**config.mk**
```make
export PLATFORM = sky130hd
export DESIGN_NAME = outr_tx
export DESIGN_NICKNAME = d
export VERILOG_FILES = /design/src/rtl/outr_tx.sv
export SDC_FILE = /design/constraint.sdc
export NUM_CORES = 1
export LEC_CHECK = 0
export ABC_AREA = 1
export CAP_MARGIN = 20
export CELL_PAD_IN_SITES_DETAIL_PLACEMENT = 0
export CELL_PAD_IN_SITES_GLOBAL_PLACEMENT = 2
export CORE_ASPECT_RATIO = 1.75
export CORE_UTILIZATION = 31
export CTS_CLUSTER_SIZE = 25
export DETAILED_ROUTE_END_ITERATION = 10
export PLACE_DENSITY = 0.9
export SYNTH_ARGS = -nofsm -noshare
export SYNTH_HDL_FRONTEND = slang
export SYNTH_SLANG_ARGS = --single-unit
export TNS_END_PERCENT = 5
```
**constraint.sdc**
```tcl
create_clock -name CLK -period 2.5 [get_ports CLK]
set_input_delay 0.25 -clock CLK [delete_from_list [all_inputs] [get_ports CLK]]
set_output_delay 0.25 -clock CLK [all_outputs]
set_load 0.05 [all_outputs]
```
**src/rtl/outr_tx.sv**
```systemverilog
// outr_tx: OUTR output register with 8N1 serial transmitter and FGO/interrupt flag
// Ports: CLK/CLR clock and async active-high reset; AC_LOW byte source; OUT_LD load strobe;
//        IEN interrupt enable; OUTR register; FGO ready flag; BUSY frame active; TXD serial line;
//        INT_OUT = FGO & IEN.
module outr_tx #(
  parameter int CLKS_PER_BIT = 16
) (
  input  logic       CLK,
  input  logic       CLR,
  input  logic [7:0] AC_LOW,
  input  logic       OUT_LD,
  input  logic       IEN,
  output logic [7:0] OUTR,
  output logic       FGO,
  output logic       BUSY,
  output logic       TXD,
  output logic       INT_OUT
);
  localparam int BW = $clog2(CLKS_PER_BIT);
  typedef enum logic [1:0] {IDLE, START, DATA, STOP} state_t;
  state_t        state_q;
  logic [7:0]    outr_q;
  logic          fgo_q;
  logic          txd_q;
  logic [2:0]    bit_q;
  logic [BW-1:0] baud_q;
  logic          bit_end;
  assign bit_end = baud_q == BW'(CLKS_PER_BIT - 1);
  // TXD is loaded one edge ahead of each bit so the line comes straight from a flop.
  always_ff @(posedge CLK or posedge CLR) begin
    if (CLR) begin
      state_q <= IDLE;
      outr_q  <= 8'h00;
      fgo_q   <= 1'b1;
      txd_q   <= 1'b1;
      bit_q   <= 3'd0;
      baud_q  <= '0;
    end else begin
      case (state_q)
        IDLE: if (OUT_LD && fgo_q) begin
          outr_q  <= AC_LOW;
          fgo_q   <= 1'b0;
          baud_q  <= '0;
          txd_q   <= 1'b0;
          state_q <= START;
        end
        START: begin
          baud_q <= bit_end ? '0 : baud_q + 1'b1;
          if (bit_end) begin
            bit_q   <= 3'd0;
            txd_q   <= outr_q[0];
            state_q <= DATA;
          end
        end
        DATA: begin
          baud_q <= bit_end ? '0 : baud_q + 1'b1;
          if (bit_end) begin
            bit_q   <= bit_q + 3'd1;
            txd_q   <= bit_q == 3'd7 ? 1'b1 : outr_q[bit_q + 3'd1];
            state_q <= bit_q == 3'd7 ? STOP : DATA;
          end
        end
        STOP: begin
          baud_q <= bit_end ? '0 : baud_q + 1'b1;
          if (bit_end) begin
            fgo_q   <= 1'b1;
            state_q <= IDLE;
          end
        end
        default: state_q <= IDLE;
      endcase
    end
  end
  assign OUTR    = outr_q;
  assign FGO     = fgo_q;
  assign BUSY    = state_q != IDLE;
  assign TXD     = txd_q;
  assign INT_OUT = fgo_q & IEN;
endmodule

```
# Yosys cells after proc, flatten, opt, wreduce, memory -nomap -nowiden
# Index checks and enable logic that the tools add are counted.
[op_classes]
n_addsub = 2
magnitude_cmp = 1
n_eq_ne = 9
mux = 21
n_bitwise = 1
n_reduce_logical = 12
[ops]
columns = ["op", "n"]
rows = [
  ["2-bit two-way mux", 4],
  ["4-bit two-way mux", 2],
  ["2-bit inequality test, second input constant", 4],
  ["2-bit case mux with 4 select lines", 1],
  ["4-bit case mux with 2 select lines", 1],
  ["4-bit AND reduction", 2],
  ["1-bit two-way mux", 7],
  ["3-bit two-way mux", 2],
  ["3-bit case mux with 2 select lines", 1],
  ["3-bit AND reduction", 2],
  ["2-bit nonzero test", 3],
  ["4-bit by 1-bit adder with 4-bit output, second input constant", 1],
  ["2-bit == test, second input constant", 2],
  ["4-bit == test, second input constant", 1],
  ["3-bit by 4-bit < comparator with 1-bit output, second input constant", 1],
  ["3-bit by 1-bit adder with 3-bit output, second input constant", 1],
  ["1-bit binary-select mux with 3-bit select", 1],
  ["3-bit == test, second input constant", 1],
  ["1-bit case mux with 3 select lines", 1],
  ["3-bit nonzero test", 1],
  ["3-bit OR reduction", 1],
  ["2-bit by 1-bit == test with 1-bit output, second input constant", 1],
  ["2-bit zero test", 1],
  ["1-bit case mux with 2 select lines", 1],
  ["other kinds (3)", 3],
]
[word_totals]
reg_bits = 19
input_bits = 12
output_inout_bits = 12
word_cells = 52

# Logic depth before layout (Yosys ltp)
[depth]
ltp_word = 6
depth_mapped = 9
ltp_nobuf = 9

# Worst setup path after synthesis
# OpenSTA, ideal clock, no wires.
[synth_timing]
path_type = "flip-flop to flip-flop"
startpoint = "register fgo_q (netlist: FGO)"
endpoint = "register outr_q[5] (netlist: OUTR[5])"
setup_time_ps = 125
t_arrival_ps = 1264
required_ps = 2375
path_slack_ps = 1111
stages_incl_launch_ff = 5
path_buffers = 0
synth_period_minus_slack_ps = 1389
path_cell_list = "dfstp_2 nand2_2 inv_2 nand2_4 mux2_4"
[synth_via]
elab_chain_len = 2
[synth_rtl]
columns = ["element", "line_no", "source"]
rows = [
  ["start: declaration", "23", "logic fgo_q;"],
  ["start signal: assignment", "34", "fgo_q <= 1'b1;"],
  ["start signal: assignment", "42", "fgo_q <= 1'b0;"],
  ["start signal: assignment", "66", "fgo_q <= 1'b1;"],
  ["1-bit logical AND", "40", "IDLE: if (OUT_LD && fgo_q) begin"],
  ["2-bit AND reduction (no line)", "--", ""],
  ["end signal: assignment", "33", "outr_q <= 8'h00;"],
  ["end signal: assignment", "41", "outr_q <= AC_LOW;"],
  ["end: declaration", "22", "logic [7:0] outr_q;"],
]
# Every way passes these cells.
# A chain may end at the register's enable or synchronous reset.

# Worst setup path in the final report
[layout_timing]
startpoint = "register state_q[0]"
endpoint = "output port BUSY"
[layout_via]
elab_chain_len = 1
[layout_rtl]
columns = ["element", "line_no", "source"]
rows = [
  ["start: declaration", "21", "state_t state_q;"],
  ["start signal: assignment", "60", "state_q <= bit_q == 3'd7 ? STOP : DATA;"],
  ["2-bit nonzero test", "76", "assign BUSY = state_q != IDLE;"],
  ["end: declaration", "15", "output logic BUSY,"],
]
# Every way passes these cells.

==> run_results.csv <==
group,metric,value,unit
critical_path,crit_top_cell,"inv_1",
logic_synthesis,synth_xor_area_frac,0.00802,
logic_synthesis,synth_top_family_by_area,"simple AND/OR/NAND/NOR gates",
critical_path,r2r_cells,4,
logic_synthesis,synth-seq-cells,19,
route,via_count,893,
critical_path,crit_family,"buffers and inverters",
die,boundaryPins,24,
route,via_per_inst,4.47,
logic_synthesis,synth_compound_area_frac,0.102,
flow_run,drv_cap,0,
power,comb_power_share,0.042,
grt,grt_pass1_vias,949,
sta,min_period_over_period,0.879,
logic_synthesis,synth-seq-area-share,0.438,
critical_path,worstSetupStartpointType,"flip-flop",
placement,hpwlAfterDp,1.82,mm
sta,skew,0.00494,ns
clock_tree,h-tree-depth,1,
logic_synthesis,netlist_instances,129,
die,die_w,46.9,um
critical_path,r2r-end,"OUTR[5]$_DFFE_PP0P_",
power,leakagePower,0.000722,uW
grt,grtUsageTotal,0.148,
logic_synthesis,synth_fa_ha_area_frac,0.103,
clock_tree,cts.clk_slew.worst_paths,0.07,ns
die,fp-row-count,28,
power,power.total,547,uW
clock_tree,post-cts-setup-buffers,0,
outcome,outcome,"finished clean",
logic_synthesis,synth_enable_flop_cells,0,
die,dieArea,3770,um2
logic_synthesis,yosys-mux-area-fraction,0.0137,
route,wirelength,2.22,mm
critical_path,path_max_fanout,4,
critical_path,cp_data_arrival_time,1.95,ns
clock_tree,root_buffer,"clkbuf_8",
sta,hold_viol_final,0,
clock_tree,cts_tree,"built",
sta,worst_pin_slew,0.738,ns
clock_tree,clock-sinks,19,
critical_path,worstPathCellList,"inv_1, ha_1, inv_1, clkdlybuf4s50_1",
critical_path,worstSetupEndpointType,"output port",
route,wire_per_inst,11.1,um
logic_synthesis,yosysWarnings,0,
power,clockPowerShare,0.396,
critical_path,crit_cells,4,
power,intPower,436,uW
power,pwr_density_cell,387,nW/um2
die,core-area,3360,um2
clock_tree,cts_resized,0,
critical_path,setup.worst_path.class,"flip-flop to output port",
grt,antenna_found_initial,0,
clock_tree,cts_buffer_depth,2,
logic_synthesis,avgSynthCellArea,8.47,um2
layout,layoutNonFillerInstCount,200,
die,initial_core_util,0.325,
logic_synthesis,synthDistinctLibCells,22,
logic_synthesis,synthArstFlopShare,1.00,
critical_path,slowest_stage,"clkdlybuf4s50_1",
power,p_sw,111,uW
route,drt-pass1-iter-count,3,
sta,maxSlewViolCount,0,
sta,min_period,2.20,ns
grt,grt_max_degree,20,
critical_path,timing.reg2reg.setup_slack,1.03,ns
logic_synthesis,synth_area,1090,um2
route,ant_nets,0,
critical_path,r2r-start,"state_q[0]$_DFFE_PP0P_",
logic_synthesis,synth-simple-area-share,0.239,
logic_synthesis,synth_nets,150,
power,swShare,0.203,
die,die-height,80.5,um
route,drtIter0Drc,19,
power,peakVddDrop,0.301,mV
sta,clock.fmax,0.455,GHz
layout,syn2layout_area_growth,29.3,%
layout,nets,177,
placement,placedCellCount,196,
clock_tree,numCtsBuffers,3,
clock_tree,postCtsHoldBufs,0,
layout,drive_gt1_frac,0.129,
placement,routabilityCongestion,0.788,
sta,rsz0062_at_grt,"no",
critical_path,path_buf_inv,3,
grt,grt_pass1_wl,4.01,mm
grt,globalRoute.totalOverflow,0,
sta,maxSlewHeadroom,0.508,
placement,numPortBuffers,23,
worst_hold_path,min_path_type,"input pin to async pin",
logic_synthesis,synthFlopType,"dfrtp_1",
layout,antenna_cells,0,
critical_path,cp_slowest_stage_delay,0.79,ns
critical_path,required,2.25,ns
sta,tns,0,ns
power,seq_power_share,0.562,
clock_tree,insertion_delay,0.26,ns
route,drcViolationCount,0,
sta,setup_viol,0,
[metal layers]
layer,share of wire,wire length (um),global-route usage,vias up
li1,-,-,-,459
met1,0.35,786,0.149,409
met4,0.028,61,0.0686,0
met2,0.59,1310,0.276,20
met3,0.028,62,0.0202,5
met5,0,0,0,-
[kinds of logic after synthesis]
group | after synthesis
xor gates and xnor gates | 1
AOI/OAI and AO/OA | 20
buffers and inverters | 26
and+or+nand+nor | 53
DFF | 19
adders and majority gates | 9
muxes | 1
[synth_stat cells (2+ instances only)]
cell type,number,area [um2]
nor2_1,11,41.3
inv_2,3,11.3
a21oi_1,11,55.1
nand2_1,22,82.6
o22ai_1,2,12.5
ha_1,9,113
nor2_2,2,12.5
dfrtp_1,17,425
nand2_4,2,22.5
nand2_2,4,25.0
inv_1,22,82.6
nand3_1,10,50.1
o21ai_0,4,20.0
dfstp_2,2,52.6
[layout by cell type (no fill, tap or decap), types with 3 or more instances in the layout]
| cell type | n |
|---|---|
| o21ai_0 | 4 |
| nand2_2 | 4 |
| nand3_1 | 10 |
| nand2_1 | 22 |
| ha_1 | 9 |
| inv_1 | 22 |
| nor2_1 | 11 |
| dfrtp_1 | 17 |
| a21oi_1 | 11 |
| clkdlybuf4s50_1 | 23 |
| inv_2 | 3 |
| clkbuf_8 | 3 |
[metrics by stage]
step | hold WS, ns | instance area, um2 | worst slack, ns | util
3_5_place_dp | 0.458 | 1370 | 0.583 | 0.407
3_3_place_gp | 0.456 | 1370 | 0.622 | 0.407
5_1_grt | 0.488 | 1410 | 0.210 | 0.420
2_1_floorplan | 0.200 | 1090 | 1.11 | -
4_1_cts | 0.437 | 1410 | 0.287 | 0.420
6_report | 0.411 | 1410 | 0.302 | 0.420
[layout make-up]
type | instances | area [um2]
Clock buffer | 4 | 45.0
Fill cell | 359 | 1950
Timing Repair Buffer | 23 | 230
Inverter | 25 | 93.8
Sequential cell | 19 | 478
Multi-Input combinational cell | 84 | 509
Tap cell | 45 | 56.3
[worst max-delay path by stage]
stage / to / slack (ns) / startpoint
floorplan: OUTR[5]$_DFFE_PP0P_ / 1.11 / FGO$_DFFE_PP1P_
global placement: BUSY / 0.62 / state_q[0]$_DFFE_PP0P_
detailed placement: BUSY / 0.58 / state_q[0]$_DFFE_PP0P_
CTS: BUSY / 0.29 / state_q[0]$_DFFE_PP0P_
global route: BUSY / 0.21 / state_q[1]$_DFFE_PP0P_
finish: BUSY / 0.30 / state_q[0]$_DFFE_PP0P_
[state kept, by name, summed over array words and instances, names as in the netlist]
| register | cells |
|---|---|
| state_q | 2 |
| OUTR | 8 |
| TXD | 1 |
| baud_q | 4 |
| FGO | 1 |
| bit_q | 3 |
[power by group through the flow]
stage,Sequential [uW],Clock (uW),Combinational (uW)
after floorplan,313,0,4.69
after global routing,307,238,25.9
after detailed placement,313,0,23.7
after global placement,313,0,23.6
final,307,216,23.2
after CTS,307,228,23.8
Power figures use the tool's default switching activity.
==> patch (same settings) <==
The parameter `CLKS_PER_BIT` goes from 16 to 8.
--- a/src/rtl/outr_tx.sv
+++ b/src/rtl/outr_tx.sv
@@ -3,7 +3,7 @@
 //        IEN interrupt enable; OUTR register; FGO ready flag; BUSY frame active; TXD serial line;
 //        INT_OUT = FGO & IEN.
 module outr_tx #(
-  parameter int CLKS_PER_BIT = 16
+  parameter int CLKS_PER_BIT = 8
 ) (
   input  logic       CLK,
   input  logic       CLR,
Formal check against the unedited RTL: same outputs for any inputs over 10 cycles, from zero or initial values; that may be too few to reach the edited logic, so the function may still have changed.
==> patch against the unedited design <==
Area after synthesis fell by 7.7%. Sequential cell count fell by 1. Worst setup slack better by 0.051 ns. Design area is 5.4% lower. Worst hold slack better by 0.00061 ns. Wire length decreased by 1.4%.
Power is left out: it rests on default switching activity, and per cell area and clock period it moved more than threefold.
==> patch: results (changes against the unedited design) <==
Place
  • Dpl cell area: 1281 um^2 (was 1368 um^2)
  • HPWL Detailed: 1.670 mm (was 1.821 mm)
  • Setup slack after placement: 0.6220 ns (was 0.5829 ns)
  • Placer congestion estimate: 0.7237 (was 0.7881)

Yosys
  • Post-synth cell types: 19 (was 22)
  • Top post-synthesis cells by count: inv_1, nand2_1, dfrtp_1 (unchanged)
  • Dominant cells by area after synthesis: dfrtp_1, ha_1, inv_1 (unchanged)
  • Syn Area/Cell: 8.334 um^2 (was 8.467 um^2)
  • Register area share after synthesis: 44.91% (was 43.76%)
  • Syn nets: 142 (was 150)

Cells and area
  • Final cell count without fillers: 190 (was 200)
  • Fill cells: 342 (was 359)
  • Nets@finish: 169 (was 177)
  • Register area: 452.9 um^2 (was 478.0 um^2)
  • Max FFs per register: 8 (unchanged)
  • Share of layout cells above drive strength 1: 9.524% (was 12.90%)

STA
  • Min cycle time layout: 2.147 ns (was 2.198 ns)
  • Fin Hold WS: 0.4114 ns (was 0.4108 ns)
  • Final Skew: 0.003083 ns (was 0.004938 ns)
  • Max-slew headroom: 51.77% (was 50.78%)

Setup path
  • FF-to-FF setup slack: 0.83 ns (was 1.03 ns)
  • Worst Reg-to-Reg Cells: 4 (unchanged)
  • Reg2reg end: OUTR[4]$_DFFE_PP0P_ (was OUTR[5]$_DFFE_PP0P_)
  • Critical path data arrival time: 1.90 ns (was 1.95 ns)
  • Crit path max fanout: 5 (was 4)

Routing
  • Aggregate routed wire length: 2.185 mm (was 2.217 mm)
  • 1st-iter DRT viols: 6 (was 19)
  • 1st-pass router iterations: 3 (unchanged)
  • Via/cell ratio: 4.453 (was 4.465)

Global route
  • Largest net degree at the start of global routing: 19 (was 20)
  • Total GRT Usage: 14.68% (was 14.81%)
  • Global-route wire length before repair: 3.760 mm (was 4.008 mm)
  • Vias in the first global route: 854 (was 949)

Run status
  • Status: complete, no violations (unchanged)

CTS
  • CTS Buf Count: 3 (unchanged)
[patch: kinds of logic (layout without fill, tap and decap cells)]
kind of cell               Yosys count  count (layout)  synth area share, %
and+or+nand+nor                     47              47                21.46
buffers and inverters               27              53                10.79
AOI/OAI and AO/OA                   19              19                10.17
DFF                                 18              18                44.91
adders and majority gates            9               9                11.17
muxes                                1               1                1.488
[patch: area by class of cell]
cell class / instances / area share (%)
clock buffer: 4 / 4.120
timing repair buffer: 23 / 17.23
sequential: 18 / 33.90
multi-input combinational: 76 / 33.43
inverter: 26 / 7.303
tap: 43 / 4.026
[patch: critical path, cell delays in order (launching register included)]
cell             delay (ns)
dfrtp_1                0.38
inv_1                  0.10
ha_1                   0.29
inv_1                  0.08
clkdlybuf4s50_1        0.80
[patch: layer usage]
metal | track usage (%) | wire (um)
met5 | 0 | 0
met4 | 8.182 | 47
met3 | 2.093 | 70
met2 | 26.09 | 1192
met1 | 15.40 | 874
